**src/rtl/shift_pkg.sv**
```systemverilog
// ---------------------------------------------------------------------------
// shift_pkg
// Shared types and constants for the iterative right-shift unit.
//   shr_state_e : control FSM states of shift_right_seq
//   XLEN        : native datapath width of the execute stage
// ---------------------------------------------------------------------------
`timescale 1ns/1ps
package shift_pkg;

  localparam int XLEN = 32;

  typedef enum logic [1:0] {
    IDLE  = 2'd0,
    SHIFT = 2'd1,
    DONE  = 2'd2
  } shr_state_e;

endpackage : shift_pkg

```
**src/rtl/shift_right_step.sv**
```systemverilog
// ---------------------------------------------------------------------------
// shift_right_step
// Combinational single-step right shifter. Shifts data_i right by
// amount_i (0..STEP) positions and fills the vacated MSBs with fill_i.
// Driving fill_i with the operand MSB gives an arithmetic shift; driving
// it with 0 gives a logical shift.
//   data_i   : operand
//   amount_i : shift distance for this step, 0..STEP
//   fill_i   : bit copied into the vacated MSBs
//   data_o   : shifted operand
// ---------------------------------------------------------------------------
`timescale 1ns/1ps
module shift_right_step #(
  parameter int WIDTH = 32,
  parameter int STEP  = 4,
  parameter int AMT_W = $clog2(STEP + 1)
) (
  input  logic [WIDTH-1:0] data_i,
  input  logic [AMT_W-1:0] amount_i,
  input  logic             fill_i,
  output logic [WIDTH-1:0] data_o
);

  // Prepending the fill bit as a sign bit lets a single arithmetic shift
  // serve both shift kinds: the fill bit replicates into every vacated MSB.
  logic signed [WIDTH:0] ext;

  assign ext    = {fill_i, data_i};
  assign data_o = WIDTH'(ext >>> amount_i);

endmodule : shift_right_step

```
**src/rtl/shift_right_seq.sv**
```systemverilog
// ---------------------------------------------------------------------------
// shift_right_seq
// Multi-cycle iterative right shifter (SRL/SRLI/SRA/SRAI). Shifts by at most
// STEP bit positions per clock until the requested amount is consumed.
//   clk_i    : clock, rising edge
//   rst_ni   : asynchronous active-low reset
//   valid_i  : request valid
//   ready_o  : unit idle and able to accept a request
//   data_i   : operand
//   shamt_i  : shift amount (only the low SHW bits exist, i.e. mod WIDTH)
//   arith_i  : 1 = arithmetic (sign fill), 0 = logical (zero fill)
//   valid_o  : result valid, held until ready_i
//   ready_i  : consumer accepts result
//   result_o : shifted result, meaningful only while valid_o=1
// A request accepted in IDLE produces valid_o max(1, ceil(shamt/STEP))
// cycles after the accepting edge. After the result handshake the unit
// spends one cycle in IDLE before it can accept again.
// ---------------------------------------------------------------------------
`timescale 1ns/1ps
module shift_right_seq
  import shift_pkg::*;
#(
  parameter int WIDTH = XLEN,
  parameter int STEP  = 4,
  parameter int SHW   = $clog2(WIDTH)
) (
  input  logic             clk_i,
  input  logic             rst_ni,
  input  logic             valid_i,
  output logic             ready_o,
  input  logic [WIDTH-1:0] data_i,
  input  logic [SHW-1:0]   shamt_i,
  input  logic             arith_i,
  output logic             valid_o,
  input  logic             ready_i,
  output logic [WIDTH-1:0] result_o
);

  localparam int          AMT_W  = $clog2(STEP + 1);
  localparam logic [31:0] STEP_U = 32'(STEP);

  if (STEP < 1 || STEP > WIDTH) begin : g_bad_step
    $error("shift_right_seq: STEP must lie in 1..WIDTH");
  end
  if (WIDTH < 2) begin : g_bad_width
    $error("shift_right_seq: WIDTH must be at least 2");
  end

  shr_state_e       state_q, state_d;
  logic [WIDTH-1:0] work_q,  work_d;
  logic [SHW-1:0]   rem_q,   rem_d;
  logic             arith_q, arith_d;

  logic             last_step;
  logic [AMT_W-1:0] step_amt;
  logic             fill_bit;
  logic [WIDTH-1:0] work_shifted;

  // The final step is the one that consumes everything left; this also
  // covers rem=0, which still spends one cycle in SHIFT.
  assign last_step = (32'(rem_q) <= STEP_U);
  assign step_amt  = last_step ? AMT_W'(rem_q) : AMT_W'(STEP);

  // Re-sampling the current MSB each step is equivalent to using the
  // original sign bit, because an arithmetic step never changes the MSB.
  assign fill_bit  = arith_q & work_q[WIDTH-1];

  shift_right_step #(
    .WIDTH (WIDTH),
    .STEP  (STEP),
    .AMT_W (AMT_W)
  ) u_step (
    .data_i   (work_q),
    .amount_i (step_amt),
    .fill_i   (fill_bit),
    .data_o   (work_shifted)
  );

  always_comb begin
    state_d = state_q;
    work_d  = work_q;
    rem_d   = rem_q;
    arith_d = arith_q;

    unique case (state_q)
      IDLE: begin
        if (valid_i) begin
          work_d  = data_i;
          rem_d   = shamt_i;
          arith_d = arith_i;
          state_d = SHIFT;
        end
      end

      SHIFT: begin
        work_d = work_shifted;
        rem_d  = rem_q - SHW'(step_amt);
        if (last_step) begin
          state_d = DONE;
        end
      end

      DONE: begin
        // Everything holds until the consumer takes the result.
        if (ready_i) begin
          state_d = IDLE;
        end
      end

      default: begin
        state_d = IDLE;
      end
    endcase
  end

  // work_q is reset as well so that result_o reads zero after reset.
  always_ff @(posedge clk_i or negedge rst_ni) begin
    if (!rst_ni) begin
      state_q <= IDLE;
      work_q  <= '0;
      rem_q   <= '0;
      arith_q <= 1'b0;
    end else begin
      state_q <= state_d;
      work_q  <= work_d;
      rem_q   <= rem_d;
      arith_q <= arith_d;
    end
  end

  assign ready_o  = (state_q == IDLE);
  assign valid_o  = (state_q == DONE);
  assign result_o = work_q;

endmodule : shift_right_seq

```
**config.mk**
```make
export PLATFORM = sky130hd
export DESIGN_NAME = shift_right_seq
export DESIGN_NICKNAME = d
export VERILOG_FILES = /design/src/rtl/shift_pkg.sv /design/src/rtl/shift_right_step.sv /design/src/rtl/shift_right_seq.sv
export SDC_FILE = /design/constraint.sdc
export NUM_CORES = 1
export LEC_CHECK = 0
export ABC_CLOCK_PERIOD_IN_PS = 2000
export BUFFER_PORTS_ARGS = -buffer_cell sky130_fd_sc_hd__buf_2
export CORE_ASPECT_RATIO = 0.75
export CORE_MARGIN = 3
export CORE_UTILIZATION = 49
export DETAILED_ROUTE_END_ITERATION = 8
export PLACE_DENSITY = 0.84
export SLEW_MARGIN = 10
export SYNTH_ARGS = -nofsm -noshare
export SYNTH_HDL_FRONTEND = slang
export SYNTH_SLANG_ARGS = --single-unit
```
**constraint.sdc**
```tcl
create_clock -name clk_i -period 2 [get_ports clk_i]
set_clock_uncertainty 0.05 [all_clocks]
set_input_delay 0.3 -clock clk_i [delete_from_list [all_inputs] [get_ports clk_i]]
set_output_delay 0.3 -clock clk_i [all_outputs]
set_load 0.05 [all_outputs]
```
Word level (Yosys, flattened, before mapping)

Index checks and enable logic that the tools add are counted.
W data, S select, Z words.

Add/sub/neg operators: 1
Order comparisons: 1
Equality and inequality tests: 5
Shift operators: 1
Muxes and demuxes: 9
Bitwise gates (word level): 1
Reduce and logical (&&, ||, !) cells: 5

Operators by type and width:

| kind                 | number |
|---|---|
| $pmux W32 S2         | 1 |
| $sshr A33 B3 Y32     | 1 |
| $mux W32             | 1 |
| $pmux W5 S2          | 1 |
| $mux W2              | 3 |
| $pmux W2 S3          | 1 |
| $le A5 B3 Y1 const B | 1 |
| $mux W5              | 1 |
| $sub A5 B3 Y5        | 1 |
| $ne A2 B2 Y1 const B | 2 |
| $reduce_and A2 Y1    | 2 |
| $mux W3              | 1 |
| $reduce_and A3 Y1    | 1 |
| $eq A2 B1 Y1 const B | 1 |
| $eq A2 B2 Y1 const B | 1 |
| $logic_not A2 Y1     | 1 |
| $ne A2 B1 Y1 const B | 1 |
| $reduce_bool A2 Y1   | 1 |
| $and A1 B1 Y1        | 1 |

Register bits: 40
Input bits: 42
Output and inout port bits: 34
Word-level logic and storage cells: 27

Depth between registers and ports, before layout

Word-level depth: 4
Mapped depth: 9
Depth with buffers taken out: 7

Cells and area by module

Synthesis repeated with hierarchy kept, for this count alone.

Cell total of the unflattened synthesis: 379
Area total of the unflattened synthesis: 3281.9 um^2

Modules (own cells, without submodules):

| module           | instances | cells an instance | area each (um^2) | sequential area each (um^2) |
|---|---|---|---|---|
| shift_right_seq  | 1         | 229               | 1945.6           | 1001.0 |
| shift_right_step | 1         | 150               | 1336.3           | 0.0 |

Least setup slack after synthesis

Ideal clock, no wire load.

Path type: register to register
Start point: reg rem_q[2]
End point: reg rem_q[2]
Setup time: 0.120 ns
Arrival: 2.006 ns
Required time: 1.830 ns
Setup slack: -0.176 ns
Cell stages (with the launch flop): 9
Buffers on the path: 2
Clock period less this slack: 2.176 ns
Path through: dfrtp_1 or3_1 buf_2 buf_1 nand2_1 ha_1 or4_1 a21oi_1 nor2_1

Word-level cells in the longest chain between the ends: 4

RTL lines:

| item                     | RTL line               | text |
|---|---|---|
| start: declaration       | shift_right_seq.sv:51  | `logic [SHW-1:0] rem_q, rem_d;` |
| start signal: assignment | shift_right_seq.sv:126 | `rem_q <= rem_d;` |
| $le A5 B3 Y1             | shift_right_seq.sv:61  | `assign last_step = (32'(rem_q) <= STEP_U);` |
| $mux W3                  | shift_right_seq.sv:62  | `assign step_amt = last_step ? AMT_W'(rem_q) : AMT_W'(STEP);` |
| $sub A5 B3 Y5 *          | shift_right_seq.sv:97  | `rem_d = rem_q - SHW'(step_amt);` |
| $pmux W5 S2 *            | shift_right_seq.sv:85  | `unique case (state_q)` |

Mark *: on every way between the ends. The rest lies on a longest branch, timed or not.
A chain may end at the register's enable or synchronous reset.

Worst setup path after layout

Start point: reg rem_q[4]
End point: reg work_q[19] (netlist: result_o[19])

Word-level cells in the longest chain between the ends: 4

RTL lines:

| item                   | RTL line               | text |
|---|---|---|
| $le A5 B3 Y1           | shift_right_seq.sv:61  |  |
| $mux W3                | shift_right_seq.sv:62  |  |
| $sshr A33 B3 Y32       | shift_right_step.sv:29 | `assign data_o = WIDTH'(ext >>> amount_i);` |
| $pmux W32 S2           | shift_right_seq.sv:85  |  |
| end signal: assignment | shift_right_seq.sv:125 | `work_q <= work_d;` |
| end: declaration       | shift_right_seq.sv:50  | `logic [WIDTH-1:0] work_q, work_d;` |

Every way passes these cells.

==> impl_metrics.env <==
export IMPL_outcome="complete, no violations"
export IMPL_synthArstFlopShare_pct=100.0
export IMPL_htreeDepth=2
export IMPL_setup_viol=0
export IMPL_clk_pin_slew_worst_paths_ns=0.09
export IMPL_layout_common_cells="75 x buf_2, 38 x nor3_1, 37 x nand2_1, 37 x dfrtp_1, 28 x nor2_1"
export IMPL_drc_errors=0
export IMPL_die_height_um=73.42
export IMPL_syn_to_final_growth_pct=21.96
export IMPL_fillerInstances=468
export IMPL_grt_pass1_wl_um=14950
export IMPL_period_minus_slack_ns=1.901
export IMPL_final_common_cell="buf_2"
export IMPL_seq_area_frac_synth_pct=33.71
export IMPL_post_dp_hpwl_um=6340
export IMPL_start_kind="register"
export IMPL_ys_ff_latch=40
export IMPL_place_congestion=0.8634
export IMPL_io_buffers=75
export IMPL_syn_area_mm2=0.002969
export IMPL_crit_chain="or3_1 > buf_4 > nor3_2 > buf_6 > nand2_1 > and3_1"
export IMPL_core_mm2=0.005583
export IMPL_cpMaxStageDelayCell="dfrtp_2"
export IMPL_routed_wl_um=8861
export IMPL_maxSlewViolCount=0
export IMPL_num_antenna_cells=0
export IMPL_critical_path_arrival_ns=2.04
export IMPL_crit_buf_inv=2
export IMPL_hold_path_class="input pin to register"
export IMPL_final_hold_viol_count=0
export IMPL_synth_net_count=377
export IMPL_synth_avg_cell_area_um2=8.890
export IMPL_crit_family="simple AND/OR/NAND/NOR gates"
export IMPL_cts_root_buffer="clkbuf_8"
export IMPL_synth_edf_count=0
export IMPL_cts_num_sinks=40
export IMPL_timing_setup_tns_ns=0
export IMPL_rsz0062_at_grt="no"
export IMPL_firstDrtPassIters=5
export IMPL_grt_pass1_vias=3065
export IMPL_hold_depth=3
export IMPL_fp_dieW_um=95.89
export IMPL_vias_per_cell=6.388
export IMPL_final_nets=452
export IMPL_endpoint_kind="register"
export IMPL_post_cts_buffers=0
export IMPL_ios=76
export IMPL_path_depth=6
export IMPL_grt_usage_pct=26.87
export IMPL_core_rowCount=23
export IMPL_worstPathMaxFanout=17
export IMPL_max_freq_ghz=0.5261
export IMPL_grt_max_degree=34
export IMPL_drtIter0Drc=295
export IMPL_slowest_delay_ns=0.46
export IMPL_critPathKind="register to register"
export IMPL_vias=3098
export IMPL_avgRoutedWirePerCell_um=18.27
export IMPL_post_route_period_util_pct=95.04
export IMPL_syn_inst=334
export IMPL_antenna_found_initial=0
export IMPL_cp_required_ns=2.14
export IMPL_grt_overflow_total=0
export IMPL_maxCapViolCount=0
export IMPL_cts_buffers_inserted=5
export IMPL_cts_tree="done"
export IMPL_reg2reg_depth=6
export IMPL_drive_gt1_share_pct=32.93
export IMPL_synth_cell_types=47
export IMPL_synth_flop_cell="dfrtp_1"
export IMPL_start_util_pct=53.18
export IMPL_clk_latency_ns=0.30
export IMPL_detail_route_antenna_nets=0
export IMPL_cts_buffer_depth=2
export IMPL_synth_warning_count=0
export IMPL_dieArea_mm2=0.007039
flip-flops by register name (all words and copies together) (netlist names):
register / flops
rem_q: 5
arith_q: 1
state_q: 2
result_o: 32
metrics by stage:
step	cells	utilization (%)	instance area, µm²	setup slack, ns	hold WS [ns]
2_1_floorplan	334	-	2979	0.02824	-0.04559
3_3_place_gp	476	62.37	3482	0.1161	0.2093
3_5_place_dp	476	62.37	3482	0.08343	0.2106
4_1_cts	485	64.55	3603	0.06002	0.1345
5_1_grt	485	64.86	3621	0.006696	0.1727
6_report	485	64.86	3621	0.09917	0.1360
Yosys cell counts, types with 4 or more instances:
library cell,number,area share (%)
a32oi_1,4,1.2
o21ai_0,9,1.5
buf_6,5,1.9
nor3_1,38,6.4
or3_1,16,3.4
mux4_2,5,3.8
mux2i_1,24,8.1
a221oi_1,13,3.8
nor2b_1,6,1.3
nand2_1,37,4.7
a21oi_1,16,2.7
nor2_1,28,3.5
a211oi_1,5,1.3
dfrtp_1,40,34
buf_4,6,1.5
mux2_2,8,3.0
nand3_1,6,1.0
buf_2,16,2.7
path summary, 6_finish.rpt:
check | slack [ns] | end | from
worst max-delay path | 0.1 | result_o[19] | rem_q[4]
min in group asynchronous | 0.42 | result_o[21] | rst_ni
worst min-delay path | 0.14 | arith_q | arith_i
worst max register to register | 0.1 | result_o[19] | rem_q[4]
worst min register to register | 0.47 | result_o[0] | result_o[0]
max in group asynchronous | 0.94 | result_o[7] | rst_ni
area by class of cell:
| type | instances | area, µm² | share of cell area (%) |
|---|---|---|---|
| Sequential cell | 40 | 1005 | 27.75 |
| Multi-Input combinational cell | 258 | 1769 | 48.86 |
| Clock inverter | 3 | 42.54 | 1.175 |
| Tap cell | 75 | 93.84 | 2.592 |
| Timing Repair Buffer | 101 | 630.6 | 17.42 |
| Clock buffer | 5 | 68.82 | 1.900 |
| Inverter | 3 | 11.26 | 0.3110 |
repair_timing:
item | CTS | global route
gates resized for setup | 0 | 6
endpoints found under the hold margin | 16 | 0
endpoints found under the setup margin | 0 | 7
hold buffers | 1 | 0
tightest hold or removal path, cell delays in order:
cell     delay [ns]
buf_2          0.07
nand2_1        0.04
nand2_1        0.05
metal layers:
metal,vias up,global-route usage (%),part of all wire (%)
met2,185,40.45,45
li1,1399,-,-
met3,13,5.015,10
met1,1501,39.65,44
met5,-,0,0
met4,0,7.256,1.0
cells by family (layout without fill, tap and decap cells):
logic type,after synthesis,after routing,share of synthesized area [%]
simple gates,147,147,25.28
buf+inv,36,112,7.248
other cells,1,1,0.1263
fa+ha+maj,1,1,0.4213
flops,40,40,33.71
compound gates,72,72,18.29
mux,37,37,14.92
Power is not shown: default switching activity piles up to over one toggle a cycle in this logic, so the estimate is an artifact.
